File: src/rtl/bullet_controller_pkg.sv
// Shared types and constants for the per-player bullet controller.
// Coordinates are tile units on the 20x15 map; all arithmetic is signed int.
package bullet_controller_pkg;

   typedef enum logic [1:0] {
      DIR_UP    = 2'd0,
      DIR_RIGHT = 2'd1,
      DIR_DOWN  = 2'd2,
      DIR_LEFT  = 2'd3
   } dir_t;

   typedef enum logic [1:0] {
      S_IDLE   = 2'd0,
      S_CHECK  = 2'd1,
      S_FLIGHT = 2'd2
   } bul_state_t;

   localparam int GRID_W        = 20;
   localparam int GRID_H        = 15;
   localparam int TILE_EMPTY    = 0;
   localparam int TILE_STEEL    = 1;
   localparam int TILE_BRICK    = 2;
   localparam int TILE_PICKUP_A = 3;
   localparam int TILE_PICKUP_B = 4;
   localparam int BUL_NONE      = -1;

   function automatic int step_x(dir_t d);
      case (d)
         DIR_RIGHT: return 1;
         DIR_LEFT:  return -1;
         default:   return 0;
      endcase
   endfunction

   function automatic int step_y(dir_t d);
      case (d)
         DIR_UP:   return -1;
         DIR_DOWN: return 1;
         default:  return 0;
      endcase
   endfunction

   function automatic logic in_bounds(int x, int y);
      return (x >= 0) && (x < GRID_W) && (y >= 0) && (y < GRID_H);
   endfunction

endpackage

File: src/rtl/bullet_controller_if.sv
// Game-side signal bundle of one bullet controller: tank/enemy positions,
// map lookup, bullet position and hit reports.
interface bullet_controller_if;
   logic       frame_clk;
   logic       fire;
   int         TankX;
   int         TankY;
   logic [1:0] TankDir;
   int         EnemyX;
   int         EnemyY;
   int         tile_idx;
   int         tile_val;
   int         BulX;
   int         BulY;
   logic       active;
   logic       wall_hit;
   int         wall_idx;
   logic       tank_hit;

   // master: game logic / map owner side
   modport master (
      output frame_clk, fire, TankX, TankY, TankDir, EnemyX, EnemyY, tile_val,
      input  tile_idx, BulX, BulY, active, wall_hit, wall_idx, tank_hit
   );

   modport slave (
      input  frame_clk, fire, TankX, TankY, TankDir, EnemyX, EnemyY, tile_val,
      output tile_idx, BulX, BulY, active, wall_hit, wall_idx, tank_hit
   );
endinterface

File: src/rtl/bullet_controller_sync_edge.sv
// Two-flop synchroniser for an asynchronous level, followed by a rising-edge
// detector; pulse is high for one Clk cycle, two cycles after the input rises.
module sync_edge (
   input  logic Clk,
   input  logic Reset_n,
   input  logic async_in,
   output logic pulse
);

   logic [2:0] sr;

   always_ff @(posedge Clk) begin
      if (!Reset_n) begin
         sr <= '0;
      end else begin
         sr <= {sr[1:0], async_in};
      end
   end

   assign pulse = sr[1] & ~sr[2];

endmodule

File: src/rtl/bullet_controller.sv
// One player's bullet: launch on fire, step one tile every MOVE_DIV frames,
// resolve bounds / tank / steel / brick collisions on each step.
//
//   state    | meaning
//   ---------+-------------------------------------------------------------
//   S_IDLE   | no bullet; cooldown counts down on frame ticks; fire launches
//   S_CHECK  | one cycle: candidate tile looked up, collision resolved
//   S_FLIGHT | bullet on map; frame ticks counted until next step
module bullet_controller
   import bullet_controller_pkg::*;
#(
   parameter int MOVE_DIV = 4,
   parameter int COOLDOWN = 8
) (
   input  logic               Clk,
   input  logic               Reset_n,
   bullet_controller_if.slave bus
);

   bul_state_t state, state_d;
   dir_t       dir, dir_d;
   int         bul_x, bul_x_d, bul_y, bul_y_d;
   int         nxt_x, nxt_x_d, nxt_y, nxt_y_d;
   int         frame_cnt, frame_cnt_d;
   int         cool_cnt, cool_cnt_d;
   int         wall_idx_r, wall_idx_d;
   logic       active_r, active_d;
   logic       wall_hit_r, wall_hit_d;
   logic       tank_hit_r, tank_hit_d;

   logic       tick, fire_req;
   logic       nxt_ok, kill;
   int         chk_idx;

   sync_edge u_sync_frame (
      .Clk      (Clk),
      .Reset_n  (Reset_n),
      .async_in (bus.frame_clk),
      .pulse    (tick)
   );

   sync_edge u_sync_fire (
      .Clk      (Clk),
      .Reset_n  (Reset_n),
      .async_in (bus.fire),
      .pulse    (fire_req)
   );

   assign nxt_ok  = in_bounds(nxt_x, nxt_y);
   assign chk_idx = nxt_y * GRID_W + nxt_x;

   always_ff @(posedge Clk) begin
      if (!Reset_n) begin
         state      <= S_IDLE;
         dir        <= DIR_UP;
         bul_x      <= BUL_NONE;
         bul_y      <= BUL_NONE;
         nxt_x      <= 0;
         nxt_y      <= 0;
         frame_cnt  <= 0;
         cool_cnt   <= 0;
         wall_idx_r <= 0;
         active_r   <= 1'b0;
         wall_hit_r <= 1'b0;
         tank_hit_r <= 1'b0;
      end else begin
         state      <= state_d;
         dir        <= dir_d;
         bul_x      <= bul_x_d;
         bul_y      <= bul_y_d;
         nxt_x      <= nxt_x_d;
         nxt_y      <= nxt_y_d;
         frame_cnt  <= frame_cnt_d;
         cool_cnt   <= cool_cnt_d;
         wall_idx_r <= wall_idx_d;
         active_r   <= active_d;
         wall_hit_r <= wall_hit_d;
         tank_hit_r <= tank_hit_d;
      end
   end

   always_comb begin
      state_d     = state;
      dir_d       = dir;
      bul_x_d     = bul_x;
      bul_y_d     = bul_y;
      nxt_x_d     = nxt_x;
      nxt_y_d     = nxt_y;
      frame_cnt_d = frame_cnt;
      cool_cnt_d  = cool_cnt;
      wall_idx_d  = wall_idx_r;
      active_d    = active_r;
      wall_hit_d  = 1'b0;
      tank_hit_d  = 1'b0;
      kill        = 1'b0;

      case (state)
         S_IDLE: begin
            if (tick && cool_cnt != 0) begin
               cool_cnt_d = cool_cnt - 1;
            end
            if (fire_req && cool_cnt == 0) begin
               dir_d   = dir_t'(bus.TankDir);
               nxt_x_d = bus.TankX + step_x(dir_t'(bus.TankDir));
               nxt_y_d = bus.TankY + step_y(dir_t'(bus.TankDir));
               state_d = S_CHECK;
            end
         end

         S_FLIGHT: begin
            // frame_cnt can already equal MOVE_DIV when a tick landed in CHECK
            if ((tick && frame_cnt >= MOVE_DIV - 1) || frame_cnt >= MOVE_DIV) begin
               frame_cnt_d = 0;
               nxt_x_d     = bul_x + step_x(dir);
               nxt_y_d     = bul_y + step_y(dir);
               state_d     = S_CHECK;
            end else if (tick) begin
               frame_cnt_d = frame_cnt + 1;
            end
         end

         S_CHECK: begin
            if (!nxt_ok) begin
               kill = 1'b1;
            end else if (nxt_x == bus.EnemyX && nxt_y == bus.EnemyY) begin
               tank_hit_d = 1'b1;
               kill       = 1'b1;
            end else if (bus.tile_val == TILE_STEEL) begin
               kill = 1'b1;
            end else if (bus.tile_val == TILE_BRICK) begin
               wall_hit_d = 1'b1;
               wall_idx_d = chk_idx;
               kill       = 1'b1;
            end else begin
               bul_x_d  = nxt_x;
               bul_y_d  = nxt_y;
               active_d = 1'b1;
               state_d  = S_FLIGHT;
               if (tick) begin
                  frame_cnt_d = frame_cnt + 1;
               end
            end

            if (kill) begin
               bul_x_d     = BUL_NONE;
               bul_y_d     = BUL_NONE;
               active_d    = 1'b0;
               cool_cnt_d  = COOLDOWN;
               frame_cnt_d = 0;
               state_d     = S_IDLE;
            end
         end

         default: begin
            state_d = S_IDLE;
         end
      endcase
   end

   assign bus.tile_idx = (state == S_CHECK && nxt_ok) ? chk_idx : 0;
   assign bus.BulX     = bul_x;
   assign bus.BulY     = bul_y;
   assign bus.active   = active_r;
   assign bus.wall_hit = wall_hit_r;
   assign bus.wall_idx = wall_idx_r;
   assign bus.tank_hit = tank_hit_r;

endmodule

File: src/flat_wrapper.sv
// flat-port wrapper written by rule: the top's interface ports become plain ports
module bullet_controller_flat import bullet_controller_pkg::*;
#(
   parameter int MOVE_DIV = 4,
   parameter int COOLDOWN = 8
)
  (Clk, Reset_n, bus_frame_clk, bus_fire, bus_TankX, bus_TankY, bus_TankDir, bus_EnemyX, bus_EnemyY, bus_tile_val, bus_tile_idx, bus_BulX, bus_BulY, bus_active, bus_wall_hit, bus_wall_idx, bus_tank_hit);
  bullet_controller_if bus_i ();
  input  logic Clk;
  input  logic Reset_n;
  input wire logic [$bits(bus_i.frame_clk)-1:0] bus_frame_clk;
  input wire logic [$bits(bus_i.fire)-1:0] bus_fire;
  input wire logic [$bits(bus_i.TankX)-1:0] bus_TankX;
  input wire logic [$bits(bus_i.TankY)-1:0] bus_TankY;
  input wire logic [$bits(bus_i.TankDir)-1:0] bus_TankDir;
  input wire logic [$bits(bus_i.EnemyX)-1:0] bus_EnemyX;
  input wire logic [$bits(bus_i.EnemyY)-1:0] bus_EnemyY;
  input wire logic [$bits(bus_i.tile_val)-1:0] bus_tile_val;
  output wire logic [$bits(bus_i.tile_idx)-1:0] bus_tile_idx;
  output wire logic [$bits(bus_i.BulX)-1:0] bus_BulX;
  output wire logic [$bits(bus_i.BulY)-1:0] bus_BulY;
  output wire logic [$bits(bus_i.active)-1:0] bus_active;
  output wire logic [$bits(bus_i.wall_hit)-1:0] bus_wall_hit;
  output wire logic [$bits(bus_i.wall_idx)-1:0] bus_wall_idx;
  output wire logic [$bits(bus_i.tank_hit)-1:0] bus_tank_hit;
  assign bus_i.frame_clk = bus_frame_clk;
  assign bus_i.fire = bus_fire;
  assign bus_i.TankX = bus_TankX;
  assign bus_i.TankY = bus_TankY;
  assign bus_i.TankDir = bus_TankDir;
  assign bus_i.EnemyX = bus_EnemyX;
  assign bus_i.EnemyY = bus_EnemyY;
  assign bus_i.tile_val = bus_tile_val;
  assign bus_tile_idx = bus_i.tile_idx;
  assign bus_BulX = bus_i.BulX;
  assign bus_BulY = bus_i.BulY;
  assign bus_active = bus_i.active;
  assign bus_wall_hit = bus_i.wall_hit;
  assign bus_wall_idx = bus_i.wall_idx;
  assign bus_tank_hit = bus_i.tank_hit;
  bullet_controller #(.MOVE_DIV(MOVE_DIV), .COOLDOWN(COOLDOWN)) u_core (.Clk(Clk), .Reset_n(Reset_n), .bus(bus_i));
endmodule
File: config.mk
export PLATFORM = sky130hd
export DESIGN_NAME = bullet_controller_flat
export DESIGN_NICKNAME = d
export VERILOG_FILES = /design/src/rtl/bullet_controller_pkg.sv /design/src/rtl/bullet_controller_if.sv /design/src/rtl/bullet_controller_sync_edge.sv /design/src/rtl/bullet_controller.sv /design/src/flat_wrapper.sv
export SDC_FILE = /design/constraint.sdc
export NUM_CORES = 1
export LEC_CHECK = 0
export ABC_AREA = 0
export CAP_MARGIN = 20
export CORE_MARGIN = 10
export CORE_UTILIZATION = 30
export DETAILED_ROUTE_END_ITERATION = 12
export SETUP_SLACK_MARGIN = 0.3
export SYNTH_ARGS = -nofsm -noshare
export SYNTH_HDL_FRONTEND = slang
export SYNTH_SLANG_ARGS = --single-unit
File: constraint.sdc
create_clock -name Clk -period 14.3 [get_ports Clk]
set_input_delay 2.86 -clock Clk [delete_from_list [all_inputs] [get_ports Clk]]
set_output_delay 2.86 -clock Clk [all_outputs]
set_load 0.01 [all_outputs]
==> qor.txt, run 1 <==
Antenna viol nets, final: 0
Clock Latency Late Sink: 0.60 ns
FF+latch count, synth: 237
Mapped Nets: 2929
Critical path cell sequence: ha_1 -> ha_1 -> fa_1 -> a211oi_1 -> o21ai_0 -> a221oi_1 -> o21bai_1 -> a21oi_1 -> xnor2_1 -> ha_1 -> and3_1 -> nor3b_1 -> a211oi_1 -> o31ai_1 -> a22o_1 -> o211a_1 -> o21ai_0 -> nand2b_1 -> xnor2_1 -> nor2_1 -> clkdlybuf4s50_1
Nets: 3186
Max_slew headroom: 27.9%
Vias in the first global route: 18400
Reg2Reg Depth: 18
CTS Buffer Depth: 3
IO Port Bufs: 296
RSZ-0062 raised after global routing: false
H-tree depth: 1
Status: complete, no violations
Chip Height: 276 um
F_max: 0.107 GHz
Clock skew: 0.0204 ns
Sequential fraction of the synthesis area: 24.2%
Post-DR wirelength/cell: 20.3 um
Post-CTS Resized: 0
Comb pwr share: 45.7%
Max cap viols: 0
Reg clk slew, reported paths: 0.06 ns
Setup slack after layout: 4.93 ns
R2R Setup Slk: 8.80 ns
Die width: 276 um
Final core occ: 37.9%
I/O pins: 297
Peak supply drop: 97.3 uV
Final period utilization: 65.6%
Setup bufs post-CTS: 0
Async SR Flop Fraction: 0%
Worst path slowest cell: a221oi_1
CP Launch Type: flip-flop
Internal power: 1.73 mW
TritonRoute pass-1 iters: 5
Most used cell, CP: ha_1
Site Rows: 93
Pre-CTS WS: 5.60 ns
Final Hold Vio Count: 0
Core Footprint: 64600 sq um
Vias: 19500
Cells after Synth: 2542
Setup violations, final: 0
Crit path DAT: 6.51 ns
Worst r2r dst: u_core.bus.wall_idx[29]
Post-route setup TNS: 0 ns
Post-DP HPWL: 59.9 mm
Top FF cell, synth: dfxtp_1
Top post-synthesis cells by area: dfxtp_1, ha_1, xnor2_1
Final WL: 74.6 mm
Worst r2r src: u_core.nxt_y[1]
Slew Viols, Final: 0
Starting density of the core: 30.3%
Final GP Congestion: 0.919
All-Layer GR Usage: 18.9%
Leading area contributor after synthesis: dfxtp_1
Pleak: 10.0 nW
CP top delay family: compound AO/OA/AOI/OAI gates
Synth Cell Area: 19600 sq um
Worst-Margin Slew: 1.07 ns
Syn Area/Cell: 7.71 sq um
Die Area: 75900 sq um
Top-area cell type share of the netlist area: 24.2%
Largest net degree at the start of global routing: 88
Ratio of cells with drive above 1 in the final layout: 4.25%
Yosys warns: 0
Post-synth EDFFs: 0
Clock Sinks: 237
Flop pwr share: 27.9%
DRC Markers: 0
Vias per Instance: 5.29
First-pass GRT wire length: 112 mm
Yosys cell types: 76
Area Growth Syn to Fin: 25.0%
Num CTS Buffers: 30
Hold depth: 1
Minimum clock period: 9.37 ns
Crit Path Class: reg2out
Initial DRC Count: 1605
Type of the worst min-delay path: reg2reg
Clock power frac: 26.3%
P_sw: 1.24 mW
GRT overflow: 0
Initial antenna violation count: 4
Worst stage delay on the critical path: 0.66 ns
Root buf cell: clkbuf_16
Crit. End Element: output pin
CP required: 11.44 ns
WP buf/inv: 1
Pwr/cell area: 121 nW/um^2
CTS Hold Buffers Added: 0
Worst Path Max Fanout: 7
Hold-critical path endpoint: u_core.u_sync_fire.sr[1]
Sw Share: 41.8%
Hold wc startpoint: u_core.u_sync_fire.sr[0]
CTS tree: done
cells in the final DEF, fill, tap and decap left out, drive strengths merged, types with 76 or more instances in the layout:
cell,Yosys,layout
nor2,328,328
clkdlybuf4s50,0,295
dfxtp,237,237
ha,215,215
o21ai,210,210
a21oi,208,208
xnor2,180,180
nand2,173,173
xor2,82,82
inv,74,76
through the flow:
stage	instance area, sq um	cells	power (mW)	hold WS, ns
global placement	23500	3621	2.19	0.421
CTS	24500	3677	2.98	0.437
global route	24500	3677	3.17	0.452
floorplan	19600	2542	1.76	0.412
finish	24500	3678	2.97	0.434
detailed placement	23500	3622	2.18	0.422
registers in the layout, indices dropped and copies added, names as in the netlist:
| signal | flops |
|---|---|
| u_core.bus.BulX | 32 |
| u_core.bus.BulY | 32 |
| u_core.bus.wall_idx | 32 |
| u_core.cool_cnt | 32 |
| u_core.frame_cnt | 32 |
| u_core.nxt_x | 32 |
| u_core.nxt_y | 32 |
| u_core.u_sync_fire.sr | 3 |
| u_core.u_sync_frame.sr | 3 |
| u_core.dir | 2 |
| u_core.state | 2 |
| u_core.bus.active | 1 |
| u_core.bus.tank_hit | 1 |
| u_core.bus.wall_hit | 1 |
kinds of logic after synthesis:
group                      count (synthesis)  share of synthesized area [%]
muxes                                     24                           1.25
AOI/OAI and AO/OA                        715                           22.6
xor gates and xnor gates                 262                           11.7
buffers and inverters                    169                           3.28
and+or+nand+nor                          914                           22.6
adders and majority gates                221                           14.3
DFF                                      237                           24.2
worst reg2reg max path, delay by kind of cell, from the launching register on:
family / cells / cell delay, ns
and+or+nand+nor: 4 / 0.89
DFF: 1 / 0.48
xor gates and xnor gates: 1 / 0.09
AOI/OAI and AO/OA: 9 / 2.68
adders and majority gates: 4 / 1.31
cell usage after synthesis, types with 5 or more instances:
cell type and n:
nand2b_1 32, a221oi_1 11, mux2i_1 20, nand3_1 58
buf_2 6, o21ai_0 208, nor2_1 328, ha_1 215
a41oi_1 5, fa_1 6, nand2_1 173, nand4_1 46
nor3b_1 7, a211o_1 11, or4_1 6, or3_1 15
and3_1 40, o21bai_1 21, dfxtp_1 237, nand4b_1 6
nor2b_1 34, xnor2_1 180, o21a_1 22, a31oi_1 27
xor2_1 82, nor4_1 48, inv_1 74, o31ai_1 10
nand3b_1 7, o31a_1 6, and2_1 13, o311ai_0 7
o211ai_1 13, a21oi_1 207, o211a_1 9, or2_2 19
a21o_1 72, clkbuf_1 84, nor3_1 62, a211oi_1 35
o221ai_1 5, o22ai_1 12
power by group through the flow:
| stage | clock (mW) | combinational (mW) | sequential (mW) |
|---|---|---|---|
| final | 0.783 | 1.36 | 0.831 |
| after floorplan | 0 | 0.976 | 0.781 |
| after detailed placement | 0 | 1.34 | 0.840 |
| after CTS | 0.802 | 1.35 | 0.826 |
| after global routing | 0.826 | 1.51 | 0.836 |
| after global placement | 0 | 1.35 | 0.838 |
worst max-delay path by stage:
stage / end / start / slack (ns) / cells after the start
2_1_floorplan: bus_tile_idx[29] / u_core.nxt_y[1] / 6.87 / 19
3_3_place_gp: bus_tile_idx[29] / u_core.nxt_y[1] / 5.72 / 21
3_5_place_dp: bus_tile_idx[29] / u_core.nxt_y[1] / 5.60 / 21
4_1_cts: bus_tile_idx[29] / u_core.nxt_y[1] / 4.95 / 21
5_1_grt: bus_tile_idx[29] / u_core.nxt_y[3] / 4.58 / 21
6_report: bus_tile_idx[29] / u_core.nxt_y[1] / 4.93 / 21
layer usage:
layer | global-route usage (%) | wire, um | vias to the layer above
li1 | - | - | 9732
met1 | 26.6 | 34600 | 9088
met2 | 29.6 | 32800 | 577
met3 | 3.81 | 6100 | 58
met4 | 3.58 | 1040 | 4
met5 | 0 | 34 | -
area by class of cell:
cell class	count	area (sq um)
diodes	1	2.50
repair buffers	319	3140
multi-input cells	2136	14200
fillers	6784	40100
clock inverters	14	154
inverters	75	282
well taps	855	1070
clock buffers	41	862
flip-flops and latches	237	4740
No activity file was read; power rests on OpenSTA's default activity.
==> run 2: changes to the inputs <==
==> constraint.sdc (replaced) <==
create_clock -name Clk -period 8.5 [get_ports Clk]
set_input_delay 1.7 -clock Clk [delete_from_list [all_inputs] [get_ports Clk]]
set_output_delay 1.7 -clock Clk [all_outputs]
set_load 0.01 [all_outputs]
==> run 2 against run 1 <==
  * Setup slack got worse by 4.4 ns
  * Clock power rose by 80%
  * Total power rose by 72%
  * Via count barely moved
  * Final cell count did not move
  * Combinational power rose by 69%
  * Register-to-register slack got worse by 5.5 ns
  * Sequential share of layout area fell by 0.078 points
  * Critical path type unchanged
  * Sequential cell count did not move
==> qor.txt, run 2 (synthesis results as in run 1) <==
Status: complete, no violations
Design area: 24600 sq um
Reg clk slew, reported paths: 0.06 ns
Vias: 19500
Crit path DAT: 6.27 ns
Crit Path Class: reg2out
CTS Hold Buffers Added: 0
Final GP Congestion: 0.933
RSZ-0062 raised after global routing: false
Pwr/cell area: 208 nW/um^2
Clock Latency Late Sink: 0.60 ns
Core Footprint: 64600 sq um
GRT overflow: 0
Area Growth Syn to Fin: 25.5%
Vias per Instance: 5.29
Starting density of the core: 30.3%
Largest net degree at the start of global routing: 87
I/O pins: 297
Ratio of cells with drive above 1 in the final layout: 4.32%
Type of the worst min-delay path: reg2reg
Most frequent cells in the layout: nor2_1, clkdlybuf4s50_1, dfxtp_1, ha_1, a21oi_1
Clock skew: 0.0183 ns
First-pass GRT wire length: 112 mm
Post-DR wirelength/cell: 20.4 um
Post-DP Area: 23500 sq um
Commonest non-fill, non-tap cell in the layout: nor2_1
Final Hold Vio Count: 0
Root buf cell: clkbuf_16
Pleak: 10.1 nW
Peak supply drop: 167 uV
FILL cells: 6708
DRC Markers: 0
CP required: 6.80 ns
Initial antenna violation count: 7
Num CTS Buffers: 30
Setup violations, final: 0
Max cap viols: 0
Worst Path Max Fanout: 5
H-tree depth: 1
All-Layer GR Usage: 18.8%
F_max: 0.125 GHz
Chip Height: 276 um
Die width: 276 um
TritonRoute pass-1 iters: 7
Site Rows: 93
CTS tree: done
Final period utilization: 93.8%
Final WL: 75.2 mm
Minimum clock period: 7.97 ns
CTS Buffer Depth: 3
IO Port Bufs: 296
Post-DP HPWL: 60.1 mm
Clock Sinks: 237
Vias in the first global route: 18200
Antenna viol nets, final: 0
Slew Viols, Final: 0
Worst-Margin Slew: 1.08 ns
CP Launch Type: flip-flop
Post-route setup TNS: 0 ns
Nets: 3186
Final core occ: 38.1%
Max_slew headroom: 27.4%
Crit. End Element: output pin
Initial DRC Count: 1443
Die Area: 75900 sq um
[run 2: worst max-delay path: stages, from the launching register on]
cell and delay [ns]:
dfxtp_1 0.46, ha_1 0.28, ha_1 0.37, and4_1 0.25, a221o_1 0.36, a31oi_2 0.25, nor2_1 0.08, o21a_1 0.19
o21ai_0 0.14, nand2b_1 0.07, a21oi_1 0.17, xnor2_1 0.16, ha_1 0.32, a21o_1 0.22, a211o_1 0.29, a211oi_1 0.18
o31ai_1 0.18, a22o_1 0.28, o211a_1 0.24, a211oi_1 0.24, xnor2_1 0.17, nor2b_1 0.18, clkdlybuf4s50_1 0.57
[run 2: worst paths after layout]
path	start	to	slack [ns]	cells after the start
min	u_core.u_sync_fire.sr[0]	u_core.u_sync_fire.sr[1]	0.44	1
max reg2reg	u_core.nxt_y[7]	u_core.bus.wall_idx[31]	3.30	22
max	u_core.nxt_y[7]	bus_tile_idx[31]	0.53	22
min reg2reg	u_core.u_sync_fire.sr[0]	u_core.u_sync_fire.sr[1]	0.44	1
[run 2: layer usage]
layer	wire [um]	up-vias	global-route usage [%]
met5	54	-	0
met4	1360	10	3.39
met3	6230	68	3.99
met2	33000	581	29.8
met1	34500	9087	26.0
li1	-	9721	-
[run 2: power by group]
part	switching [mW]	internal [mW]
logic	1.36	0.936
clock network	0.543	0.868
registers	0.199	1.20
total	2.10	3.01
[run 2: through the flow]
stage / worst slack (ns) / hold slack, ns / power, mW / std cells
after CTS: 0.383 / 0.441 / 5.11 / 3674
final: 0.531 / 0.436 / 5.11 / 3678
after detailed placement: 1.01 / 0.434 / 3.68 / 3620
after floorplan: 2.23 / 0.412 / 2.96 / 2542
after global routing: 0.308 / 0.462 / 5.42 / 3677
after global placement: 1.08 / 0.419 / 3.68 / 3619
[run 2: final cells by class]
class                   instances  area (sq um)  share of cell area [%]
multi-input cells            2136         14200                    58.0
flip-flops and latches        237          4740                    19.3
repair buffers                319          3160                    12.9
well taps                     855          1070                    4.35
clock buffers                  38           832                    3.38
inverters                      75           282                    1.15
clock inverters                16           241                   0.982
diodes                          2          5.00                  0.0204
[run 2: timing repair]
action | 4_1_cts | 5_1_grt
setup endpoints to repair | 0 | 5
resized for setup | 0 | 7
hold endpoints to repair | 0 | 0
setup buffers | 0 | 1
==> run 3: changes to the inputs <==
--- a/config.mk
+++ b/config.mk
@@ -8,8 +8,10 @@
 export ABC_AREA = 0
 export CAP_MARGIN = 20
 export CORE_MARGIN = 10
-export CORE_UTILIZATION = 30
+export CORE_UTILIZATION = 42
+export CTS_CLUSTER_SIZE = 16
 export DETAILED_ROUTE_END_ITERATION = 12
+export PLACE_DENSITY = 0.67
 export SETUP_SLACK_MARGIN = 0.3
 export SYNTH_ARGS = -nofsm -noshare
 export SYNTH_HDL_FRONTEND = slang
==> run 3 against run 2 <==
  * Hold slack got worse by 0.0068 ns
  * Global-route usage rose by 5.8 points
  * Count of clock-buffer cells in the layout rose by 1
  * Routed wire length fell by 4.0%
  * Core utilization rose by 14 points
  * Highest routed layer is now met4
==> qor.txt, run 3 (synthesis results as in run 1) <==
Final WL: 72.2 mm
CP Launch Type: flip-flop
Die Area: 55700 sq um
Nets: 3184
Clock skew: 0.0317 ns
Chip Height: 236 um
F_max: 0.127 GHz
Post-route setup TNS: 0 ns
RSZ-0062 raised after global routing: false
Max_slew headroom: 31.7%
Design area: 24200 sq um
All-Layer GR Usage: 24.6%
Critical path cell sequence: ha_1 -> ha_1 -> and4_1 -> a221o_1 -> a31oi_2 -> nor2_1 -> o21a_1 -> o21ai_0 -> nand2b_1 -> a21oi_1 -> xnor2_1 -> ha_1 -> a21o_1 -> a211o_1 -> a211oi_1 -> o31ai_2 -> a22o_1 -> o211a_1 -> a211oi_2 -> xnor2_1 -> nor2b_1 -> clkdlybuf4s50_1
Starting density of the core: 42.3%
Pre-CTS WS: 0.786 ns
Worst stage delay on the critical path: 0.57 ns
Most used cell, CP: ha_1
Die width: 236 um
CP Depth: 22
Slew Viols, Final: 0
Initial DRC Count: 1492
Root buf cell: clkbuf_16
CTS Buffer Depth: 3
Post-DP HPWL: 57.4 mm
Initial antenna violation count: 1
CP required: 6.80 ns
Final GP Congestion: 0.991
Most frequent cells in the layout: nor2_1, clkdlybuf4s50_1, dfxtp_1, ha_1, a21oi_1
Reg2Reg Depth: 22
Commonest non-fill, non-tap cell in the layout: nor2_1
Num CTS Buffers: 30
Crit path DAT: 6.17 ns
H-tree depth: 1
Worst Path Max Fanout: 5
WP buf/inv: 1
Peak supply drop: 165 uV
Multi-input gate area: 14300 sq um
CP top delay family: compound AO/OA/AOI/OAI gates
Post-DR wirelength/cell: 21.1 um
IO Port Bufs: 296
TritonRoute pass-1 iters: 5
First-pass GRT wire length: 111 mm
GRT overflow: 0
Vias per Instance: 5.80
Reg clk slew, reported paths: 0.05 ns
Status: complete, no violations
Final period utilization: 92.6%
Setup slack after layout: 0.627 ns
Final Hold Vio Count: 0
FILL cells: 4460
Largest net degree at the start of global routing: 72
CTS Hold Buffers Added: 0
Max cap viols: 0
Type of the worst min-delay path: reg2reg
FF+latch area: 4750 sq um
Worst-Margin Slew: 1.01 ns
Vias: 19900
Crit. End Element: output pin
Antenna viol nets, final: 0
Pleak: 10.1 nW
Setup violations, final: 0
Ratio of cells with drive above 1 in the final layout: 4.51%
I/O pins: 297
Final core occ: 52.3%
Post-DP Area: 23100 sq um
Pwr/cell area: 210 nW/um^2
DRC Markers: 0
Crit Path Class: reg2out
Area Growth Syn to Fin: 23.8%
Site Rows: 79
Clock Latency Late Sink: 0.60 ns
CTS tree: done
Hold depth: 1
Minimum clock period: 7.87 ns
Worst path slowest cell: clkdlybuf4s50_1
Core Footprint: 46400 sq um
Vias in the first global route: 19200
Clock Sinks: 237
run 3: changes by cell type in the layout (fill, tap and decap cells not counted), moves of 2 or more:
cell / delta
clkbuf_8: +3
dfxtp_2: +4
buf_4: -2
dfxtp_1: -4
run 3: layout make-up:
class / instances / area share, %
antenna: 2 / 0.0206
clock buffer: 39 / 3.48
clock inverter: 15 / 0.924
inverter: 75 / 1.16
multi-input combinational: 2136 / 58.8
sequential: 237 / 19.6
tap: 607 / 3.13
timing repair buffer: 317 / 12.9
run 3: path summary, 6_finish.rpt:
kind | startpoint | endpoint | slack [ns]
min reg2reg | u_core.u_sync_fire.sr[0] | u_core.u_sync_fire.sr[1] | 0.43
min | u_core.u_sync_fire.sr[0] | u_core.u_sync_fire.sr[1] | 0.43
max | u_core.nxt_y[6] | bus_tile_idx[31] | 0.63
max reg2reg | u_core.nxt_y[1] | u_core.bus.wall_idx[28] | 3.31
run 3: per-stage QoR:
stage | hold slack [ns] | power, mW | std cells
finish | 0.429 | 5.09 | 3428
global route | 0.466 | 5.40 | 3426
CTS | 0.430 | 5.07 | 3424
detailed placement | 0.417 | 3.67 | 3370
global placement | 0.414 | 3.64 | 3370
floorplan | 0.412 | 2.96 | 2542
run 3: per-layer routing:
| layer | wire length, um | global-route usage (%) |
|---|---|---|
| met5 | 0 | 0 |
| met4 | 1940 | 6.62 |
| met3 | 4920 | 3.80 |
| met2 | 32700 | 40.1 |
| met1 | 32700 | 33.1 |
run 3: report_power, final:
| part | internal [mW] | switching, mW |
|---|---|---|
| clock | 0.848 | 0.531 |
| sequential | 1.20 | 0.203 |
| combinational | 0.936 | 1.37 |
| total | 2.99 | 2.10 |
run 3: repair_timing:
action,4_1_cts,5_1_grt
pin swaps,0,1
gates resized for setup,1,12
setup buffers,0,1
setup endpoints to repair,2,6
